[config.mk]
export PLATFORM = sky130hd
export DESIGN_NAME = morse_key_encoder_flat
export DESIGN_NICKNAME = d
export VERILOG_FILES = /design/src/rtl/morse_key_encoder_if.sv /design/src/rtl/morse_key_encoder.sv /design/src/flat_wrapper.sv
export SDC_FILE = /design/constraint.sdc
export NUM_CORES = 1
export LEC_CHECK = 0
export CAP_MARGIN = 5
export CORE_MARGIN = 5
export CORE_UTILIZATION = 32
export CTS_BUF_LIST = sky130_fd_sc_hd__clkbuf_4 sky130_fd_sc_hd__clkbuf_8
export DETAILED_ROUTE_END_ITERATION = 10
export HOLD_SLACK_MARGIN = 0.06
export PLACE_DENSITY_LB_ADDON = 0.05
export SLEW_MARGIN = 15
export SYNTH_ARGS = -nofsm -noshare
export SYNTH_HDL_FRONTEND = slang
export SYNTH_SLANG_ARGS = --single-unit
[constraint.sdc]
create_clock -name clk -period 1.6 [get_ports clk]
set_input_delay 0.4 -clock clk [delete_from_list [all_inputs] [get_ports clk]]
set_output_delay 0.4 -clock clk [all_outputs]
set_load 0.005 [all_outputs]
[src/rtl/morse_key_encoder_if.sv]
`default_nettype none
// ============================================================================
// Module      : morse_key_encoder_if
// Description : Key-in / symbol-out bundle of the Morse key encoder.
//               key_in      raw key level (1 = pressed)
//               sym_out     symbol pulse 00 none / 01 dot / 10 dash / 11 end
//               key_level   debounced key level
//               letter_open 1 while the current letter has at least one symbol
//               master = key source / symbol consumer, slave = the encoder.
// Revision    : 1.0  initial release
// ============================================================================
interface morse_key_encoder_if;
    logic       key_in;
    logic [1:0] sym_out;
    logic       key_level;
    logic       letter_open;

    modport master (
        output key_in,
        input  sym_out,
        input  key_level,
        input  letter_open
    );

    modport slave (
        input  key_in,
        output sym_out,
        output key_level,
        output letter_open
    );
endinterface
`default_nettype wire

[src/rtl/morse_key_encoder.sv]
`default_nettype none
// ============================================================================
// Module      : morse_key_encoder
// Description : Synchronises and debounces a raw telegraph key, times each
//               press and release gap, and emits single-cycle Morse symbols
//               (01 dot, 10 dash, 11 end-of-letter) for the letter decoder.
// Ports       : clk    system clock
//               reset  asynchronous active-high reset
//               bus    morse_key_encoder_if.slave (key_in in; sym_out,
//                      key_level, letter_open out)
// Revision    : 1.0  initial release
// ============================================================================
module morse_key_encoder #(
    parameter int SYNC_STAGES    = 2,
    parameter int DEBOUNCE_CYC   = 16,
    parameter int DOT_MAX_CYC    = 200,
    parameter int LETTER_GAP_CYC = 600,
    parameter int MAX_SYMS       = 4,
    parameter int CNT_W          = 16
) (
    input  wire logic            clk,
    input  wire logic            reset,
    morse_key_encoder_if.slave   bus
);

    localparam int DB_W = (DEBOUNCE_CYC > 1) ? $clog2(DEBOUNCE_CYC) : 1;
    localparam int SC_W = $clog2(MAX_SYMS + 1);

    localparam logic [DB_W-1:0]  C_DB_LAST     = DB_W'(DEBOUNCE_CYC - 1);
    localparam logic [CNT_W-1:0] C_DOT_MAX     = CNT_W'(DOT_MAX_CYC);
    localparam logic [CNT_W-1:0] C_GAP_LAST    = CNT_W'(LETTER_GAP_CYC - 1);
    localparam logic [CNT_W-1:0] C_PRESS_FIRST = CNT_W'(1);
    localparam logic [SC_W-1:0]  C_SYMS_LAST   = SC_W'(MAX_SYMS - 1);

    localparam logic [1:0] C_SYM_NONE = 2'b00;
    localparam logic [1:0] C_SYM_DOT  = 2'b01;
    localparam logic [1:0] C_SYM_DASH = 2'b10;
    localparam logic [1:0] C_SYM_EOL  = 2'b11;

    localparam logic [1:0] C_ST_IDLE  = 2'd0;
    localparam logic [1:0] C_ST_PRESS = 2'd1;
    localparam logic [1:0] C_ST_GAP   = 2'd2;
    localparam logic [1:0] C_ST_FORCE = 2'd3;

    logic [SYNC_STAGES-1:0] sync_q, sync_d;
    logic [DB_W-1:0]        db_cnt_q, db_cnt_d;
    logic                   key_level_q, key_level_d;
    logic [1:0]             state_q, state_d;
    logic [CNT_W-1:0]       press_cnt_q, press_cnt_d;
    logic [CNT_W-1:0]       gap_cnt_q, gap_cnt_d;
    logic [SC_W-1:0]        sym_cnt_q, sym_cnt_d;
    logic                   letter_open_q, letter_open_d;
    logic [1:0]             sym_q, sym_d;
    logic                   w_key_sync;

    // ------------------------------------------------------------------
    // Synchroniser and debouncer
    // ------------------------------------------------------------------
    assign w_key_sync = sync_q[SYNC_STAGES-1];

    always_comb begin
        sync_d      = {sync_q[SYNC_STAGES-2:0], bus.key_in};
        db_cnt_d    = '0;
        key_level_d = key_level_q;
        // Count consecutive disagreeing samples; any agreeing sample drops
        // the count back to zero through the default above.
        if (w_key_sync != key_level_q) begin
            if (db_cnt_q == C_DB_LAST) begin
                key_level_d = w_key_sync;
            end else begin
                db_cnt_d = db_cnt_q + 1'b1;
            end
        end
    end

    // ------------------------------------------------------------------
    // Symbol timing FSM
    // ------------------------------------------------------------------
    // press_cnt is loaded with 1 on entry to PRESS because the cycle that
    // detected the rising level is already the first cycle of the press;
    // at the falling edge press_cnt then equals the press length, so a
    // press of exactly DOT_MAX_CYC cycles reads as a dash.
    always_comb begin
        state_d       = state_q;
        press_cnt_d   = press_cnt_q;
        gap_cnt_d     = gap_cnt_q;
        sym_cnt_d     = sym_cnt_q;
        letter_open_d = letter_open_q;
        sym_d         = C_SYM_NONE;

        case (state_q)
            C_ST_IDLE: begin
                if (key_level_q) begin
                    state_d     = C_ST_PRESS;
                    press_cnt_d = C_PRESS_FIRST;
                end
            end

            C_ST_PRESS: begin
                if (key_level_q) begin
                    if (press_cnt_q < C_DOT_MAX) begin
                        press_cnt_d = press_cnt_q + 1'b1;
                    end
                end else begin
                    sym_d         = (press_cnt_q < C_DOT_MAX) ? C_SYM_DOT : C_SYM_DASH;
                    sym_cnt_d     = sym_cnt_q + 1'b1;
                    letter_open_d = 1'b1;
                    gap_cnt_d     = '0;
                    state_d       = (sym_cnt_q == C_SYMS_LAST) ? C_ST_FORCE : C_ST_GAP;
                end
            end

            C_ST_GAP: begin
                // Expiry is tested first so a rise on the expiry cycle still
                // closes the letter and then starts the next press.
                if (gap_cnt_q == C_GAP_LAST) begin
                    sym_d         = C_SYM_EOL;
                    sym_cnt_d     = '0;
                    letter_open_d = 1'b0;
                    if (key_level_q) begin
                        state_d     = C_ST_PRESS;
                        press_cnt_d = C_PRESS_FIRST;
                    end else begin
                        state_d = C_ST_IDLE;
                    end
                end else if (key_level_q) begin
                    gap_cnt_d   = '0;
                    state_d     = C_ST_PRESS;
                    press_cnt_d = C_PRESS_FIRST;
                end else begin
                    gap_cnt_d = gap_cnt_q + 1'b1;
                end
            end

            C_ST_FORCE: begin
                sym_d         = C_SYM_EOL;
                sym_cnt_d     = '0;
                letter_open_d = 1'b0;
                if (key_level_q) begin
                    state_d     = C_ST_PRESS;
                    press_cnt_d = C_PRESS_FIRST;
                end else begin
                    state_d = C_ST_IDLE;
                end
            end

            default: begin
                state_d = C_ST_IDLE;
            end
        endcase
    end

    always_ff @(posedge clk or posedge reset) begin
        if (reset) begin
            sync_q        <= '0;
            db_cnt_q      <= '0;
            key_level_q   <= 1'b0;
            state_q       <= C_ST_IDLE;
            press_cnt_q   <= '0;
            gap_cnt_q     <= '0;
            sym_cnt_q     <= '0;
            letter_open_q <= 1'b0;
            sym_q         <= C_SYM_NONE;
        end else begin
            sync_q        <= sync_d;
            db_cnt_q      <= db_cnt_d;
            key_level_q   <= key_level_d;
            state_q       <= state_d;
            press_cnt_q   <= press_cnt_d;
            gap_cnt_q     <= gap_cnt_d;
            sym_cnt_q     <= sym_cnt_d;
            letter_open_q <= letter_open_d;
            sym_q         <= sym_d;
        end
    end

    assign bus.sym_out     = sym_q;
    assign bus.key_level   = key_level_q;
    assign bus.letter_open = letter_open_q;

endmodule
`default_nettype wire
[src/flat_wrapper.sv]
// flat-port wrapper written by rule: the top's interface ports become plain ports
module morse_key_encoder_flat 
#(
    parameter int SYNC_STAGES    = 2,
    parameter int DEBOUNCE_CYC   = 16,
    parameter int DOT_MAX_CYC    = 200,
    parameter int LETTER_GAP_CYC = 600,
    parameter int MAX_SYMS       = 4,
    parameter int CNT_W          = 16
)
  (clk, reset, bus_key_in, bus_sym_out, bus_key_level, bus_letter_open);
  morse_key_encoder_if bus_i ();
  input  wire logic clk;
  input  wire logic reset;
  input wire logic [$bits(bus_i.key_in)-1:0] bus_key_in;
  output wire logic [$bits(bus_i.sym_out)-1:0] bus_sym_out;
  output wire logic [$bits(bus_i.key_level)-1:0] bus_key_level;
  output wire logic [$bits(bus_i.letter_open)-1:0] bus_letter_open;
  assign bus_i.key_in = bus_key_in;
  assign bus_sym_out = bus_i.sym_out;
  assign bus_key_level = bus_i.key_level;
  assign bus_letter_open = bus_i.letter_open;
  morse_key_encoder #(.SYNC_STAGES(SYNC_STAGES), .DEBOUNCE_CYC(DEBOUNCE_CYC), .DOT_MAX_CYC(DOT_MAX_CYC), .LETTER_GAP_CYC(LETTER_GAP_CYC), .MAX_SYMS(MAX_SYMS), .CNT_W(CNT_W)) u_core (.clk(clk), .reset(reset), .bus(bus_i));
endmodule
==> flow_metrics.tcl, run 1 <==
set metrics [dict create \
    status "finished clean" \
    regArea_um2 1180 \
    cts_tree "yes" \
    cts_buffers 5 \
    path_clk_slew_ns 0.09 \
    finalWorstSetupSlack_ns 0.0143 \
    holdWs_ns 0.360 \
    ios 7 \
    nFillCells 701 \
    cp_max_fo 16 \
    vias 1957 \
    stdcell_count 378 \
    synth_warnings 0 \
    wl_um 5810 \
    post-route-period-util_pct 99.1 \
    cp_data_arrival_time_ns 1.82 \
    final_common_cell "dfrtp_1" \
    hpwl_um 3970 \
    cts_root_buf "clkbuf_8" \
    power_frac_clock_pct 39.4 \
    multi_input_area_um2 1260 \
    viasPerCell 5.18 \
    wire_per_inst_um 15.4 \
    place_ws_ns -0.0329 \
    num_rows 31 \
    drt-initial-drc-count 98 \
    layout-drive-gt1-share_pct 30.8 \
    sw_frac_of_total_pct 22.1 \
    syn-instance-count 227 \
    synth_top_area_share_pct 49.9 \
    yosys.area.top_type "dfrtp_1" \
    crit_path_start "u_core.gap_cnt_q[0]" \
    finalClockSkew_ns 0.00559 \
    ant_nets 0 \
    antenna_found_initial 0 \
    synth_nets 235 \
    finalHoldViolations 0 \
    seq_area_frac_synth_pct 49.9 \
    syn2layout_area_growth_pct 35.0 \
    diodes 0 \
    vdd_drop_max_v 0.000384 \
    tightest_slew_ns 0.385 \
    final_cell_mix "45 x dfrtp_1, 40 x buf_4, 21 x nand2_1" \
    switchingPower_uw 485 \
    dpl.cell_count 368 \
    grtUsageTotal_pct 13.8 \
    die_y_um 95.9 \
    avgSynthCellArea_um2 10.4 \
    power_density_nw_per_um2 690 \
    critPathKind "flop to flop" \
    ys_async_sr_fraction_pct 100 \
    fin_crit_ns 1.59 \
    min_path_type "input pin to async pin" \
    fin_util_pct 44.1 \
    synth.distinct_cells 51 \
    initial_core_util_pct 32.7 \
    first_pass_iters 4 \
    placed_area_um2 2890 \
    synth_top_flop_cell "dfrtp_1" \
    drc 0 \
    postLayoutCellArea_um2 3180 \
    maxSlewHeadroom_pct 74.1 \
    die_width_um 95.9 \
    rsz0062_at_grt "yes" \
    power.internal_uw 1710 \
    core_area_um2 7210 \
    r2r_start "u_core.gap_cnt_q[0]" \
    cp.required_ns 1.83 \
    slew_violations 0 \
    endpoint_kind "flop" \
    synthTopCellsByArea "dfrtp_1 50%, a31oi_1 5.8%, nand2_1 3.3%" \
    p_seq_share_pct 55.5 \
    grt-ovfl-total 0 \
    leakage_uw 0.00138 \
    clockBufferDepth 2 \
    p_comb_share_pct 5.2 \
    cts-hold-fix-buffers 0 \
    setup_viol 0 \
    grt_pass1_wl_um 9790 \
    gp_congestion 0.742 \
    nets 287 \
    port_buffers 6 \
    syn_area_um2 2360 \
    start_kind "flop" \
    grt_max_degree 25 \
    max_freq_ghz 0.631 \
    htree_levels 2 \
    first_global_vias 1948 \
    synth_edf_count 0 \
    drv_cap 0 \
    die_area_um2 9190 \
    clock_sinks 47 \
    synth-seq-cells 47 \
    clock_latency_ns 0.30 \
]
## through the flow
stage	TNS (ns)	power (uW)
2_1_floorplan	0	1300
3_3_place_gp	-0.0268	1350
3_5_place_dp	-0.0449	1350
4_1_cts	0	2240
5_1_grt	-0.291	2310
6_report	0	2200
## state kept, by name, indices dropped and copies added (netlist names)
register and cells:
u_core.bus.sym_out 2, u_core.sync_q 2, u_core.gap_cnt_q 16, u_core.db_cnt_q 4
u_core.state_q 2, u_core.sym_cnt_q 3, u_core.bus.key_level 1, u_core.press_cnt_q 16
u_core.bus.letter_open 1
## kinds of logic (layout without fill, tap and decap cells)
logic type	after synthesis	after routing	share of synthesized area, %
xor+xnor	3	3	1.11
flops	47	47	49.9
simple gates	89	89	23.7
fa+ha+maj	5	5	2.65
compound gates	62	62	18.1
mux	3	3	1.33
buf+inv	18	70	3.24
## cell usage after synthesis, types with 2 or more instances
| cell | instances |
|---|---|
| and2_1 | 9 |
| nor3b_1 | 2 |
| ha_1 | 5 |
| a21oi_1 | 4 |
| o21ai_0 | 14 |
| nand2_1 | 21 |
| o21a_1 | 2 |
| nand3_1 | 8 |
| a211o_1 | 3 |
| or3_1 | 4 |
| dfrtp_1 | 47 |
| nor3_1 | 2 |
| nor2b_1 | 2 |
| mux2i_1 | 2 |
| a2111o_1 | 2 |
| nor2_1 | 6 |
| and3_1 | 6 |
| inv_1 | 11 |
| a31oi_1 | 22 |
| buf_2 | 4 |
| nor4_1 | 6 |
| xnor2_1 | 3 |
| and4bb_1 | 2 |
| o211ai_1 | 3 |
| nand2b_1 | 3 |
| nand4_1 | 7 |
| nor4_4 | 2 |
| o311ai_0 | 2 |
## worst max-delay path, cell delays in order, from the launching register on
cell	delay, ns
dfrtp_1	0.40
ha_2	0.21
nor3b_4	0.15
and4_4	0.20
o21ai_4	0.16
buf_12	0.18
mux2i_1	0.20
## routing by layer
layer / track usage [%] / part of all wire (%) / vias to the layer above
li1: - / - / 962
met1: 19.8 / 50 / 973
met2: 20.7 / 47 / 14
met3: 2.81 / 2.0 / 8
met4: 4.50 / 1.2 / 0
met5: 0 / 0 / -
## final timing paths
check / to / cells after the start / slack (ns)
max: u_core.gap_cnt_q[1] / 6 / 0.01
min: u_core.gap_cnt_q[1] / 2 / 0.36
min reg2reg: u_core.sync_q[1] / 0 / 0.37
max in group asynchronous: u_core.bus.key_level / 3 / 0.81
max reg2reg: u_core.gap_cnt_q[1] / 6 / 0.01
min in group clk: u_core.sync_q[1] / 0 / 0.37
## what timing repair did
| item | CTS | global route |
|---|---|---|
| setup endpoints to repair | 16 | 26 |
| setup buffers | 1 | 2 |
| resized for setup | 5 | 30 |
| hold endpoints to repair | 0 | 0 |
| pin swaps | 0 | 10 |
## power by group through the flow
stage	logic, uW	clock network (uW)	registers [uW]
6_report	113	865	1220
5_1_grt	132	952	1220
4_1_cts	112	909	1220
3_5_place_dp	111	0	1240
3_3_place_gp	111	0	1240
2_1_floorplan	55.9	0	1240
## cell type report
| cell class | instances | area share [%] |
|---|---|---|
| repair buffers | 52 | 14.8 |
| flip-flops and latches | 47 | 37.0 |
| clock inverters | 2 | 1.18 |
| multi-input cells | 162 | 39.7 |
| inverters | 11 | 1.30 |
| clock buffers | 5 | 2.16 |
| well taps | 99 | 3.89 |
(Power assumes the default switching activity.)
==> run 2, diff against run 1 <==
--- a/config.mk
+++ b/config.mk
@@ -10,6 +10,7 @@
 export CORE_UTILIZATION = 32
 export CTS_BUF_LIST = sky130_fd_sc_hd__clkbuf_4 sky130_fd_sc_hd__clkbuf_8
 export DETAILED_ROUTE_END_ITERATION = 10
+export GPL_ROUTABILITY_DRIVEN = 0
 export HOLD_SLACK_MARGIN = 0.06
 export PLACE_DENSITY_LB_ADDON = 0.05
 export SLEW_MARGIN = 15
==> results of run 2 <==
No change in the layout: final DEF, timing and power equal those of run 1.
